<file path="src/rtl/cpu_types_pkg.sv">
// Shared CPU datapath types.
//   word_t          : 32-bit machine word
//   regbits_t       : register-file select field
//   mem_op_t        : memory operation carried by an instruction
//   WORD_ALIGN_MASK : clears the byte offset within a word
package cpu_types_pkg;

  typedef logic [31:0] word_t;
  typedef logic [4:0]  regbits_t;

  typedef enum logic [2:0] {
    MEM_NONE = 3'd0,
    MEM_LW   = 3'd1,
    MEM_SW   = 3'd2,
    MEM_LL   = 3'd3,
    MEM_SC   = 3'd4
  } mem_op_t;

  localparam word_t WORD_ALIGN_MASK = 32'hFFFF_FFFC;

endpackage

</file>
<file path="src/rtl/llsc_link.sv">
// LL/SC link register: remembers the word most recently load-linked and
// whether that reservation is still intact.
//   CLK, RST     : clock, asynchronous active-high reset
//   set/set_addr : LL completes, reserve set_addr
//   clear        : drop the reservation (SC, SW to the linked word, failed SC)
//   snoop_inval/snoop_addr : another agent wrote a line
//   query_addr   : address an SC (or SW) is asking about
//   sc_ok        : reservation valid and query_addr is in the linked word
module llsc_link
  import cpu_types_pkg::*;
#(
  parameter int ADDR_W = 32
) (
  input  logic              CLK,
  input  logic              RST,
  input  logic              set,
  input  logic [ADDR_W-1:0] set_addr,
  input  logic              clear,
  input  logic              snoop_inval,
  input  logic [ADDR_W-1:0] snoop_addr,
  input  logic [ADDR_W-1:0] query_addr,
  output logic              sc_ok
);

  localparam logic [ADDR_W-1:0] MASK = WORD_ALIGN_MASK[ADDR_W-1:0];

  logic              link_valid;
  logic [ADDR_W-1:0] link_addr;
  logic [ADDR_W-1:0] snoop_ref;
  logic              snoop_hit;

  // While an LL is landing, the snoop is compared with the word being
  // reserved, so a coincident remote write to it leaves the link invalid.
  assign snoop_ref = set ? set_addr : link_addr;
  assign snoop_hit = snoop_inval && ((snoop_addr & MASK) == (snoop_ref & MASK));
  assign sc_ok     = link_valid && ((query_addr & MASK) == (link_addr & MASK));

  always_ff @(posedge CLK or posedge RST) begin
    if (RST) begin
      link_valid <= 1'b0;
      link_addr  <= '0;
    end else if (set) begin
      link_addr  <= set_addr;
      link_valid <= ~snoop_hit;
    end else if (clear || snoop_hit) begin
      link_valid <= 1'b0;
    end
  end

endmodule

</file>
<file path="src/rtl/mem_stage.sv">
// Memory-access stage following the ALU. Takes one executed instruction per
// handshake, raises overflow/misalignment exceptions, issues word requests to
// the data cache and holds them until dhit, maintains the LL/SC link and
// emits a one-cycle writeback packet.
//   CLK, RST                     : clock, asynchronous active-high reset
//   ex_*                         : instruction from the ALU stage (valid/ready)
//   flush                        : squash the instruction offered this cycle
//   dmemREN/WEN/addr/store       : registered cache request, held until dhit
//   dhit, dmemload               : cache completion and read data
//   snoop_inval, snoop_addr      : remote write notification
//   wb_*                         : writeback packet (wb_valid is a pulse)
module mem_stage
  import cpu_types_pkg::*;
#(
  parameter int ADDR_W = 32,
  parameter int REG_W  = 5
) (
  input  logic              CLK,
  input  logic              RST,
  input  logic              ex_valid,
  output logic              ex_ready,
  input  logic              flush,
  input  logic [ADDR_W-1:0] ex_aluout,
  input  logic              ex_overflow,
  input  logic              ex_ovf_trap,
  input  mem_op_t           ex_memop,
  input  logic [ADDR_W-1:0] ex_store,
  input  logic [REG_W-1:0]  ex_wsel,
  input  logic              ex_regwen,
  output logic              dmemREN,
  output logic              dmemWEN,
  output logic [ADDR_W-1:0] dmemaddr,
  output logic [ADDR_W-1:0] dmemstore,
  input  logic              dhit,
  input  logic [ADDR_W-1:0] dmemload,
  input  logic              snoop_inval,
  input  logic [ADDR_W-1:0] snoop_addr,
  output logic              wb_valid,
  output logic [ADDR_W-1:0] wb_result,
  output logic [REG_W-1:0]  wb_wsel,
  output logic              wb_regwen,
  output logic              wb_exception
);

  typedef enum logic {IDLE, ACCESS} state_t;

  state_t            state;
  mem_op_t           op_p1;
  logic [REG_W-1:0]  wsel_p1;
  logic              regwen_p1;

  logic              accept_p0;
  logic              except_p0;
  logic              sc_fail_p0;
  logic              done_p1;
  logic              sc_ok;
  logic              link_set;
  logic              link_clear;
  logic [ADDR_W-1:0] query_addr;

  assign accept_p0  = ex_valid && ex_ready && !flush;
  assign except_p0  = (ex_ovf_trap && ex_overflow) ||
                      ((ex_memop != MEM_NONE) && (ex_aluout[1:0] != 2'b00));
  assign sc_fail_p0 = accept_p0 && !except_p0 && (ex_memop == MEM_SC) && !sc_ok;
  assign done_p1    = (state == ACCESS) && dhit;

  // In IDLE the link is asked about the offered SC; during an access it is
  // asked about the outstanding address so an SW can detect a linked word.
  assign query_addr = (state == ACCESS) ? dmemaddr : ex_aluout;
  assign link_set   = done_p1 && (op_p1 == MEM_LL);
  assign link_clear = sc_fail_p0 ||
                      (done_p1 && ((op_p1 == MEM_SC) || ((op_p1 == MEM_SW) && sc_ok)));

  llsc_link #(.ADDR_W(ADDR_W)) u_link (
    .CLK         (CLK),
    .RST         (RST),
    .set         (link_set),
    .set_addr    (dmemaddr),
    .clear       (link_clear),
    .snoop_inval (snoop_inval),
    .snoop_addr  (snoop_addr),
    .query_addr  (query_addr),
    .sc_ok       (sc_ok)
  );

  always_ff @(posedge CLK or posedge RST) begin
    if (RST) begin
      state        <= IDLE;
      ex_ready     <= 1'b1;
      dmemREN      <= 1'b0;
      dmemWEN      <= 1'b0;
      dmemaddr     <= '0;
      dmemstore    <= '0;
      wb_valid     <= 1'b0;
      wb_result    <= '0;
      wb_wsel      <= '0;
      wb_regwen    <= 1'b0;
      wb_exception <= 1'b0;
      op_p1        <= MEM_NONE;
      wsel_p1      <= '0;
      regwen_p1    <= 1'b0;
    end else begin
      wb_valid <= 1'b0;
      case (state)
        // p0 -> p1: classify the accepted instruction
        IDLE: begin
          if (accept_p0) begin
            if (except_p0) begin
              wb_valid     <= 1'b1;
              wb_exception <= 1'b1;
              wb_regwen    <= 1'b0;
              wb_result    <= ex_aluout;
              wb_wsel      <= ex_wsel;
            end else if (ex_memop == MEM_NONE) begin
              wb_valid     <= 1'b1;
              wb_exception <= 1'b0;
              wb_regwen    <= ex_regwen;
              wb_result    <= ex_aluout;
              wb_wsel      <= ex_wsel;
            end else if (sc_fail_p0) begin
              wb_valid     <= 1'b1;
              wb_exception <= 1'b0;
              wb_regwen    <= ex_regwen;
              wb_result    <= '0;
              wb_wsel      <= ex_wsel;
            end else begin
              state     <= ACCESS;
              ex_ready  <= 1'b0;
              dmemaddr  <= ex_aluout;
              dmemREN   <= (ex_memop == MEM_LW) || (ex_memop == MEM_LL);
              dmemWEN   <= (ex_memop == MEM_SW) || (ex_memop == MEM_SC);
              if ((ex_memop == MEM_SW) || (ex_memop == MEM_SC))
                dmemstore <= ex_store;
              op_p1     <= ex_memop;
              wsel_p1   <= ex_wsel;
              regwen_p1 <= ex_regwen;
            end
          end
        end
        // p1 -> p2: request held until the cache answers
        ACCESS: begin
          if (dhit) begin
            state        <= IDLE;
            ex_ready     <= 1'b1;
            dmemREN      <= 1'b0;
            dmemWEN      <= 1'b0;
            wb_valid     <= 1'b1;
            wb_exception <= 1'b0;
            wb_wsel      <= wsel_p1;
            wb_regwen    <= regwen_p1 && (op_p1 != MEM_SW);
            case (op_p1)
              MEM_LW, MEM_LL: wb_result <= dmemload;
              MEM_SC:         wb_result <= ADDR_W'(1);
              default:        wb_result <= '0;
            endcase
          end
        end
        default: state <= IDLE;
      endcase
    end
  end

endmodule

</file>
<file path="config.mk">
export PLATFORM = sky130hd
export DESIGN_NAME = mem_stage
export DESIGN_NICKNAME = d
export VERILOG_FILES = /design/src/rtl/cpu_types_pkg.sv /design/src/rtl/llsc_link.sv /design/src/rtl/mem_stage.sv
export SDC_FILE = /design/constraint.sdc
export NUM_CORES = 1
export LEC_CHECK = 0
export CAP_MARGIN = 20
export CORE_MARGIN = 2
export CORE_UTILIZATION = 25
export DETAILED_ROUTE_END_ITERATION = 16
export SLEW_MARGIN = 30
export SYNTH_ARGS = -nofsm -noshare
export SYNTH_HDL_FRONTEND = slang
export SYNTH_SLANG_ARGS = --single-unit
</file>
<file path="constraint.sdc">
create_clock -name CLK -period 14.53 [get_ports CLK]
set_input_delay 3.6325 -clock CLK [delete_from_list [all_inputs] [get_ports CLK]]
set_output_delay 3.6325 -clock CLK [all_outputs]
set_load 0.02 [all_outputs]
</file>
# [Word-level counts from Yosys, hierarchy flattened]
# Cells that the tools add are included.
[word_totals] reg_bits=150 out_inout_bits=107 input_bits=145 word_cells=128
[classes] n_reduce_logical=32 bitwise_logic=5 muxes=57 eq_ne=17
[op_table] operator="$mux W32" count=7
[op_table] operator="$pmux W32 S2" count=2
[op_table] operator="$eq A30 B30 Y1" count=2
[op_table] operator="$mux W1" count=35
[op_table] operator="$mux W5" count=5
[op_table] operator="$logic_and A1 B1 Y1" count=14
[op_table] operator="$pmux W1 S2" count=7
[op_table] operator="$eq A3 B2 Y1 const B" count=4
[op_table] operator="$ne A2 B2 Y1 const B" count=5
[op_table] operator="$pmux W5 S2" count=1
[op_table] operator="$reduce_and A5 Y1" count=2
[op_table] operator="$eq A3 B1 Y1 const B" count=2
[op_table] operator="$eq A3 B3 Y1 const B" count=2
[op_table] operator="$logic_or A1 B1 Y1" count=6
[op_table] operator="$reduce_and A6 Y1" count=1
[op_table] operator="$not A1 Y1" count=5
[op_table] operator="$ne A4 B4 Y1 const B" count=1
[op_table] operator="$reduce_bool A2 Y1" count=2
[op_table] operator="$logic_not A1 Y1" count=3
[op_table] operator="$logic_not A3 Y1" count=1
[op_table] operator="$ne A3 B2 Y1 const B" count=1
[op_table] operator="$reduce_and A3 Y1" count=1
[op_table] operator="$reduce_bool A3 Y1" count=1
[op_table] operator="$reduce_or A2 Y1" count=1

# [Logic depth before layout (Yosys ltp)]
# Gate-level depths: netlist (run 1).
[depth] word_depth=12 mapped_depth=11 mapped_depth_nobuf=7

# [Hierarchy]
# From an unflattened synthesis (run 1), not the netlist that was laid out.
[hier_totals] cells_unflattened=514 hier_area_um2=7312.0
[modules_own_cells] mod="mem_stage" area_per_inst_um2=5353.9 seq_area_each_um2=2929.1 cells_per_inst=366 instances=1
[modules_own_cells] mod="llsc_link" area_per_inst_um2=1958.1 seq_area_each_um2=775.7 cells_per_inst=148 instances=1

# [Least setup slack after synthesis (run 1)]
# OpenSTA, ideal clock, no wires.
[synth_timing] path_type="in2reg" from="input port ex_memop[2]" to="register dmemstore[10]" t_required_ps=14405 path_stages=8 slack_ps=8816 setup_ps=125 arrival_ps=5589 path_buffers=1 cell_sequence="nor3_1 -> nor2_1 -> a21oi_2 -> nand2b_1 -> or4_1 -> nor2_2 -> buf_4 -> mux2_2"
[synth_between] elab_chain_cells=9 elab_cells_between_ends=15 classes_between="eq/ne: 2; bitwise: 3; reduce/logical: 10"
[synth_lines] item="from (decl)" line="mem_stage.sv:26" text="input mem_op_t ex_memop,"
[synth_lines] item="$reduce_bool A3 Y1" line="mem_stage.sv:63" text="((ex_memop != MEM_NONE) && (ex_aluout[1:0] != 2'b00));"
[synth_lines] item="$logic_and A1 B1 Y1" line="mem_stage.sv:63"
[synth_lines] item="$logic_or A1 B1 Y1" line="mem_stage.sv:62" text="assign except_p0 = (ex_ovf_trap && ex_overflow) ||"
[synth_lines] item="$logic_not A1 Y1" line="mem_stage.sv:64" text="assign sc_fail_p0 = accept_p0 && !except_p0 && (ex_memop == MEM_SC) && !sc_ok;"
[synth_lines] item="$logic_and A1 B1 Y1 (3 in series)" line="mem_stage.sv:64"
[synth_lines] item="$not A1 Y1 (no source line)"
[synth_lines] item="$reduce_and A6 Y1 (no source line) *"
[synth_lines] item="to (signal assigned)" line="mem_stage.sv:133" text="dmemstore <= ex_store;"
[synth_lines] item="to (decl)" line="mem_stage.sv:33" text="output logic [ADDR_W-1:0] dmemstore,"
# Mark *: on every way between the ends. The rest lies on a longest branch, timed or not.
# A chain may end at the register's enable or synchronous reset.

# [Final worst setup path (run 1)]
[layout_timing] from="input port dhit" to="register u_link.link_valid"
[layout_between] elab_chain_cells=7 elab_cells_between_ends=11 classes_between="eq/ne: 1; mux: 2; bitwise: 1; reduce/logical: 7"
[layout_lines] item="from (decl)" line="mem_stage.sv:34" text="input logic dhit,"
[layout_lines] item="$logic_and A1 B1 Y1 *" line="mem_stage.sv:65" text="assign done_p1 = (state == ACCESS) && dhit;"
[layout_lines] item="$logic_and A1 B1 Y1" line="mem_stage.sv:70" text="assign link_set = done_p1 && (op_p1 == MEM_LL);"
[layout_lines] item="$mux W32" line="llsc_link.sv:34" text="assign snoop_ref = set ? set_addr : link_addr;"
[layout_lines] item="$eq A30 B30 Y1" line="llsc_link.sv:35" text="assign snoop_hit = snoop_inval && ((snoop_addr & MASK) == (snoop_ref & MASK));"
[layout_lines] item="$logic_and A1 B1 Y1" line="llsc_link.sv:35"
[layout_lines] item="$logic_or A1 B1 Y1 or $not A1 Y1 (tied branches)" line="llsc_link.sv:45, llsc_link.sv:44"
[layout_lines] item="$reduce_bool A2 Y1 (no source line) or $mux W1 (tied branches)"
[layout_lines] item="to (signal assigned)" line="llsc_link.sv:44" text="link_valid <= ~snoop_hit;"
[layout_lines] item="to (decl)" line="llsc_link.sv:27" text="logic link_valid;"
# Marked as above.

==> reports/metrics.csv, run 1 <==
metric;value;unit
drt total wl;25.3;mm
R2R depth;7;
max-slew violation count;0;
VDD IR-drop max;84.4;uV
Setup crit end kind;flip-flop;
status;completed;
Clock Sink Count;148;
final core utilization;37.5;%
top post-synthesis cells by area;dfrtp_1 (50%), mux2_2 (12%), xnor2_1 (4.4%);
Worst-Margin Slew;0.988;ns
CTS H-Tree Depth;4;
Starting Density;25.6;%
mapped cell area;7390;um2
average wire per standard cell;19.3;um
Area after DPL;10300;um2
Yosys warning count;0;
post-route ant nets;0;
Detail Placement HPWL;18.7;mm
period utilization;47.7;%
hold crit path type;reg -> reg;
Area Growth Syn to Fin;46.6;%
post-layout min period;6.92;ns
PostCTS Resize Cnt;0;
fin nets;1058;
# fillers;2873;
Setup violations, final;0;
Post-synth top cells;dfrtp_1 (147), nand2_1 (85), mux2_2 (80), o21ai_0 (50), xnor2_1 (37);
slew margin rel.;34.2;%
Die X;176;um
final hold slack;0.488;ns
crit path DAT;7.24;ns
initial antenna violation count;4;
vias;6179;
syn_area_per_cell;11.0;um2
global route overflow;0;
Rows;62;
clock latency at the later pin of the worst-skew pair;0.43;ns
largest net degree at the start of global routing;82;
Port Buffers;249;
Vias/cell;4.71;
placer congestion estimate;0.838;
setup_tns;0;ns
Setup Buffers After CTS;0;
share of post-route cells with drive strength above 1;14.4;%
Num CTS Buffers;17;
number of synthesized flops with an enable pin;0;
setup slack, reg-to-reg;10.42;ns
hold buffers post-CTS;0;
hold endpoint;regwen_p1;
Root Driver;clkbuf_16;
biggest area consumer among synthesized cells;dfrtp_1;
crit-path max FO;39;
vias in the first global route;6222;
DIE HEIGHT;176;um
first-pass GRT wire length;37.7;mm
count leader, synth;dfrtp_1;
Worst R2R Start;state;
Worst-path clk slew;0.07;ns
Hold Startpoint;regwen_p1;
Async SR Flop Fraction;100;%
top_reg_cell synth;dfrtp_1;
drt drc;0;
Hold Path Stages;1;
Synth Net Count;819;
CTS tree;yes;
Setup WS pre-CTS;7.20;ns
Die Outline Area;31000;um2
Worst Setup Start Kind;input pin;
Post-Syn Instances;674;
#FFs+latches synth;148;
Core Region;28900;um2
Final WS setup;7.61;ns
Clock Skews;0.0144;ns
Max clock buf depth;2;
power per cell area;171;nW/um2
design area;10800;um2
# IOs;252;
final-report hold violation count;0;
GRT Total Usage;16.2;%
top cell type's share of synthesized area;49.8;%
Lkg Pwr;0.00441;uW
Distinct cells, synth;51;
Worst R2R End;u_link.link_valid;
max-cap viol count;0;
first-pass iteration count of the detailed router;5;
required time worst endpoint;14.84;ns
RSZ-0062 raised after global routing;false;
Crit Path Category;in -> reg;
fmax;144;MHz
Seq/Total Area, Yosys;50.1;%
1st-iter DRT viols;452;
-- metrics by stage --
stage                     power (uW)  cells
final                           1850   1312
after global routing            1950   1312
after CTS                       1870   1310
after detailed placement        1420   1278
after global placement          1410   1277
after floorplan                 1040    674
-- registers in the layout, indices dropped and copies added (netlist names) --
name and count:
u_link.link_addr 30, wb_result 32, dmemstore 32, op_p1 3, state 1, ex_ready 1
dmemREN 1, wb_wsel 5, wb_regwen 1, wsel_p1 5, wb_valid 1, wb_exception 1
dmemaddr 32, u_link.link_valid 1, regwen_p1 1, dmemWEN 1
-- area by class of cell --
| type | instances | area (um2) | share of cell area [%] |
|---|---|---|---|
| clock buffers | 17 | 425 | 3.92 |
| well taps | 384 | 480 | 4.43 |
| clock inverters | 15 | 145 | 1.34 |
| repair buffers | 256 | 2570 | 23.7 |
| inverters | 36 | 140 | 1.29 |
| diodes | 2 | 5.00 | 0.0462 |
| multi-input cells | 454 | 3370 | 31.1 |
| flip-flops and latches | 148 | 3710 | 34.2 |
-- metal layers --
metal | vias to the layer above | track usage [%] | routed length [um]
met5 | - | 0 | 26
met4 | 4 | 4.48 | 399
met3 | 27 | 5.10 | 1900
met2 | 201 | 25.9 | 11900
met1 | 3043 | 21.0 | 11100
li1 | 2904 | - | -
-- worst max-delay path, stage by stage --
cell and delay (ns):
clkdlybuf4s50_1 0.52, and4b_2 0.92, nand2_1 0.79, a2111oi_0 0.64, o22ai_1 0.18, nor4_1 0.20
nand4_1 0.17, o221a_2 0.17
-- placed cells by master, fill, tap and decap left out, types with 13 or more instances in the layout --
| master | count |
|---|---|
| clkbuf_16 | 17 |
| mux2_2 | 80 |
| inv_1 | 35 |
| dfrtp_1 | 146 |
| clkdlybuf4s50_1 | 249 |
| o21ai_0 | 50 |
| mux2i_1 | 31 |
| xnor2_1 | 37 |
| a22oi_1 | 33 |
| nand2_1 | 85 |
| nor2_1 | 13 |
-- kinds of logic (layout without fill, tap and decap cells) --
kind of cell	count (synthesis)	count (layout)	share of synthesized area [%]
AOI/OAI and AO/OA	144	144	13.3
xor gates and xnor gates	47	47	5.57
buffers and inverters	72	324	4.57
DFF	148	148	50.1
muxes	116	116	17.1
other	0	2	0
and+or+nand+nor	147	147	9.27
-- how the worst max path moves through the flow --
stage,cells past startpoint,slack [ns],to,from
after floorplan,1,6.92,dmemREN,RST
after global placement,8,7.26,u_link.link_valid,dhit
after detailed placement,8,7.20,u_link.link_valid,dhit
after CTS,8,7.62,u_link.link_valid,dhit
after global routing,8,7.40,u_link.link_valid,dhit
final,8,7.61,u_link.link_valid,dhit
-- power by group --
part | total, uW | internal, uW | switching, uW
clock network | 442 | 240 | 202
registers | 694 | 555 | 138
logic | 717 | 369 | 348
No activity file was read; power rests on OpenSTA's default activity.
==> run 2: changes to the inputs <==
==> constraint.sdc (replaced) <==
create_clock -name CLK -period 5.8 [get_ports CLK]
set_input_delay 1.45 -clock CLK [delete_from_list [all_inputs] [get_ports CLK]]
set_output_delay 1.45 -clock CLK [all_outputs]
set_load 0.02 [all_outputs]
==> run 2 against run 1 <==
Against the previous run:
- non-clock buffer count is 4 higher
- critical endpoint unchanged
- largest cell class unchanged
- first-iteration DRC count grew 5.8%
- die area stayed put
- clock-buffer cell count grew 2
==> reports/metrics.csv, run 2 (same netlist as run 1, synthesis figures left out) <==
metric;value;unit;change
Setup Buffers After CTS;0;;unchanged
Die Outline Area;31000;um2;unchanged
final-report hold violation count;0;;unchanged
Num CTS Buffers;17;;unchanged
final core utilization;37.5;%;about the same
crit-path max FO;38;;was 39
average wire per standard cell;19.5;um;was 19.3 um
placed cells;1282;;was 1278
1st-iter DRT viols;478;;was 452
fin nets;1062;;was 1058
VDD IR-drop max;169;uV;was 84.4 uV
hold crit path type;reg -> reg;;unchanged
max-slew violation count;0;;unchanged
Worst-path clk slew;0.07;ns;about the same
initial antenna violation count;4;;unchanged
Core Region;28900;um2;unchanged
hold buffers post-CTS;0;;unchanged
power share of the clock group;23.6;%;was 23.9%
fmax;236;MHz;
GRT Total Usage;16.4;%;was 16.2%
Comb power frac;38.8;%;was 38.7%
post-layout min period;4.23;ns;
PostCTS Resize Cnt;0;;unchanged
placer congestion estimate;0.871;;was 0.838
drt total wl;25.7;mm;was 25.3 mm
Die X;176;um;unchanged
Net Sw Frac;37.0;%;was 37.1%
Detail Placement HPWL;19.0;mm;was 18.7 mm
Area Growth Syn to Fin;46.9;%;was 46.6%
# IOs;252;;unchanged
Final WS setup;1.57;ns;was 7.61 ns
Port Buffers;249;;unchanged
Setup crit end kind;flip-flop;;unchanged
Clock Skews;0.0150;ns;was 0.0144 ns
setup_tns;0;ns;unchanged
post-route ant nets;0;;unchanged
Setup WS pre-CTS;1.20;ns;was 7.20 ns
vias;6318;;was 6179
Crit Path Category;in -> reg;;unchanged
most frequent cells in the layout;clkdlybuf4s50_1 (249), dfrtp_1 (146), nand2_1 (85);;unchanged
Setup violations, final;0;;unchanged
share of post-route cells with drive strength above 1;14.7;%;was 14.4%
drt drc;0;;unchanged
Vias/cell;4.80;;was 4.71
largest net degree at the start of global routing;89;;was 82
period utilization;72.9;%;
leading cell type in the layout, fill and taps excluded;clkdlybuf4s50_1;;unchanged
Worst Setup Start Kind;input pin;;unchanged
first-pass GRT wire length;38.4;mm;was 37.7 mm
P_int;2920;uW;was 1160 uW
power per cell area;427;nW/um2;was 171 nW/um2
# fillers;2874;;was 2873
RSZ-0062 raised after global routing;false;;unchanged
Starting Density;25.6;%;unchanged
Max clock buf depth;2;;unchanged
Seq pwr share;37.6;%;was 37.4%
Worst-Margin Slew;0.849;ns;was 0.988 ns
Lkg Pwr;0.00443;uW;was 0.00441 uW
slew margin rel.;43.4;%;was 34.2%
CTS H-Tree Depth;4;;unchanged
Root Driver;clkbuf_16;;unchanged
status;completed;;unchanged
CTS tree;yes;;unchanged
clock latency at the later pin of the worst-skew pair;0.43;ns;about the same
first-pass iteration count of the detailed router;7;;was 5
fin cells;1317;;was 1312
crit path DAT;4.54;ns;was 7.24 ns
Clock Sink Count;148;;unchanged
Rows;62;;unchanged
required time worst endpoint;6.11;ns;was 14.84 ns
DIE HEIGHT;176;um;unchanged
Tot Pwr;4640;uW;was 1850 uW
top flop regs;dmemaddr (32), dmemstore (32), wb_result (32);;unchanged
switching power;1710;uW;was 688 uW
max-cap viol count;0;;unchanged
global route overflow;0;;unchanged
vias in the first global route;6310;;was 6222
run 2: per-layer routing:
layer	share of wire, %	track usage [%]	vias to the layer above
li1	-	-	2916
met1	44	22.2	3158
met2	48	26.7	226
met3	6.5	3.77	16
met4	0.92	3.99	2
met5	0.051	0	-
run 2: power by group through the flow:
stage	clock network (uW)	logic [uW]	registers, uW
after detailed placement	0	1810	1750
after global routing	1160	1910	1800
after global placement	0	1800	1740
after CTS	1120	1810	1740
final	1090	1800	1750
after floorplan	0	584	2010
run 2: per-stage QoR:
stage	area [um2]	hold WS, ns
after floorplan	7390	0.448
after global placement	10300	0.463
after detailed placement	10300	0.471
after CTS	10900	0.486
after global routing	10900	0.510
final	10900	0.482
run 2: layout make-up:
class | instances | area [um2] | area share [%]
Tap cell | 384 | 480 | 4.42
Clock buffer | 19 | 443 | 4.08
Sequential cell | 148 | 3710 | 34.2
Inverter | 36 | 140 | 1.29
Antenna cell | 3 | 7.51 | 0.0691
Timing Repair Buffer | 260 | 2590 | 23.8
Multi-Input combinational cell | 454 | 3370 | 31.0
Clock inverter | 13 | 124 | 1.14
run 2: final timing paths:
kind,start,end,slack [ns],cells past startpoint
max in group asynchronous,RST,wb_result[6],3.27,3
hold / removal,wsel_p1[0],wsel_p1[0],0.48,1
hold reg to reg,wsel_p1[0],wsel_p1[0],0.48,1
setup reg to reg,state,dmemaddr[18],2.22,8
min in group asynchronous,RST,dmemstore[4],1.55,2
setup / recovery,dhit,u_link.link_valid,1.57,9
run 2: critical path: stages:
cell	delay, ns
clkdlybuf4s50_1	0.55
and4b_2	0.26
buf_4	0.46
nand2_1	0.53
a2111oi_0	0.54
a21oi_1	0.08
nor4_1	0.33
nand4_1	0.16
o221a_2	0.16
==> patch: new RTL, settings of run 2 <==
The parameter `REG_W` goes from 5 to 4.
--- a/src/rtl/mem_stage.sv
+++ b/src/rtl/mem_stage.sv
@@ -14,5 +14,5 @@
 #(
   parameter int ADDR_W = 32,
-  parameter int REG_W  = 5
+  parameter int REG_W  = 4
 ) (
   input  logic              CLK,
Ports: changed (resized ex_wsel and wb_wsel); port bits go from 252 to 250. The function was not compared with the original's and may differ.
==> patch against run 2 <==
Synthesized area increased by 0.81%. Die area grew 0.79%. Sequential cell count down 2. Final area up 0.73%. Setup slack lost 170 ps. Critical path depth fell by 1. Via count shrank 2.7%. Power down 7.3%. Wire length down 0.43%. Critical endpoint is now dmemstore[3]. Largest cell class unchanged.
==> patch: results (changes against run 2) <==
* Root cell of the clock tree: sky130_fd_sc_hd__clkbuf_16
* Tightest Pin Transition at 879.8 ps (+30.99 ps)
* Largest clock skew in the final design at 16.85 ps (+1.840 ps)
* Max clock buf depth at 2 (unchanged)
* Sequential share of the synthesized area at 49.03% (-1.1 points)
* TritonRoute pass-1 iters at 5 (-2)
* DPL Wire Length at 18390 µm (-3.0%)
* Count of antenna diodes in the layout at 0 (-3)
* Pin count of the biggest net entering global routing at 82 (-7.9%)
* Cell at the slowest stage of the critical path: sky130_fd_sc_hd__nand3_2
* First-pass GRT wire length at 37720 µm (-1.9%)
* Largest cells by area after synthesis: sky130_fd_sc_hd__dfrtp_1 (49%), sky130_fd_sc_hd__mux2_1 (9.7%), sky130_fd_sc_hd__mux2_2 (5.4%), sky130_fd_sc_hd__xnor2_1 (5.4%), sky130_fd_sc_hd__mux2i_1 (4.2%)
* Net count of the mapped netlist at 787 (-3.9%)
* Biggest regs: dmemaddr (32), dmemstore (32), wb_result (32)
* Async SR Flop Fraction at 100.0% (unchanged)
* Number of nets in the final layout at 1017 (-4.2%)
* Leak at 4.496 nW (+1.4%)
* Total number of yosys warnings at 0 (unchanged)
* Delay of the slowest cell on the worst path at 680 ps (+130 ps)
* Post-CTS repair timing setup buffer count at 0 (unchanged)
* Share of post-route cells with drive strength above 1 at 10.38% (-4.3 points)
* Worst-skew pair later-pin latency at 430 ps (about the same)
* Type of the most critical hold path: reg -> reg
* Fillcell total at 2914 (+1.4%)
* Wirelength per Cell at 20.03 µm (+2.8%)
* Number of port buffers at 247 (-0.80%)
* Largest fanout on the critical path at 32 (-16%)
* RD Place Congestion at 0.7709 (-11%)
* Via count of the first global-routing pass at 6104 (-3.3%)
* Cell class contributing the biggest share of worst-path delay: simple AND/OR/NAND/NOR gates
* Commonest cells post-synth: sky130_fd_sc_hd__dfrtp_1 (145), sky130_fd_sc_hd__mux2_1 (64), sky130_fd_sc_hd__xnor2_1 (46), sky130_fd_sc_hd__nand3_1 (40), sky130_fd_sc_hd__nor2_1 (37)
* Count of instances resized after the clock tree is built at 0 (unchanged)
* Max VDD drop at 180.4 µV (+6.6%)
* Clock-pin transition on the worst setup and hold timing paths at 60 ps
* Outcome: completed
* Maximum level of the CTS H-tree at 4 (unchanged)
* Crit path DAT at 4700 ps (+160 ps)
* Leading cell type by number of instances after synthesis: sky130_fd_sc_hd__dfrtp_1
* Iteration-0 DRC count of the detailed router at 279 (-42%)
* Count of unique library cells instantiated by Yosys at 40 (-22%)
* Overall via count from detail_route at 6150 (-2.7%)
* Number of antenna violations at the first check in global routing at 0 (-4)
* Total global routing track utilization at 16.19% (-0.24 points)
* Total CTS buffers at 17 (unchanged)
## patch: through the flow
stage	instances	hold WS, ps	instance area [µm²]	worst slack (ps)	power (W)
floorplan	643	455.7	7453	428.7	0.002330
global placement	1244	465.9	10350	837.0	0.003165
detailed placement	1244	476.4	10350	859.1	0.003199
CTS	1276	491.8	10940	1312	0.004355
global route	1276	500.9	10940	1106	0.004527
finish	1276	486.9	10940	1398	0.004299
## patch: worst register-to-register path: cells and delay by family (launching register included)
| kind | cells | cell delay [ps] |
|---|---|---|
| and+or+nand+nor | 3 | 1400 |
| DFF | 1 | 920 |
| muxes | 2 | 820 |
| buffers and inverters | 1 | 350 |
| AOI/OAI and AO/OA | 1 | 250 |
| xor gates and xnor gates | 1 | 170 |
## patch: final cells by class
| class | count | area, µm² | area share, % |
|---|---|---|---|
| Sequential cell | 146 | 3656 | 33.43 |
| Clock buffer | 18 | 429.2 | 3.924 |
| Inverter | 4 | 20.02 | 0.1830 |
| Tap cell | 390 | 488.0 | 4.462 |
| Timing Repair Buffer | 260 | 2582 | 23.61 |
| Multi-Input combinational cell | 444 | 3606 | 32.97 |
| Clock inverter | 14 | 155.1 | 1.419 |
## patch: worst paths after layout
path,start,cells past startpoint,end,slack [ps]
worst min register to register,wsel_p1[1],1,wsel_p1[1],490
min in group asynchronous,RST,2,dmemstore[4],1530
worst max register to register,state,8,dmemstore[3],1780
max in group asynchronous,RST,3,dmemaddr[10],3360
worst max-delay path,ex_aluout[8],8,dmemstore[3],1400
worst min-delay path,wsel_p1[1],1,wsel_p1[1],490
## patch: per-layer routing
metal	global-route usage (%)	vias up	share of wire (%)
met2	25.31	203	45
met5	0	-	0
met3	3.930	17	6.3
met1	22.60	3042	48
li1	-	2888	-
met4	3.650	0	1.1
## patch: cells by family after synthesis
kind of cell	share of synthesized area (%)
buffers and inverters	2.954
flip-flops	49.03
multiplexers	19.27
AND/OR/NAND/NOR	9.619
XOR/XNOR	7.168
AO/OA/AOI/OAI	11.95
## patch: power breakdown
part           switching [W]  total, W  internal [W]
clock network       0.000498   0.00114      0.000641
logic               0.000779   0.00158      0.000800
registers           0.000257   0.00158       0.00132
total                0.00153   0.00430       0.00276
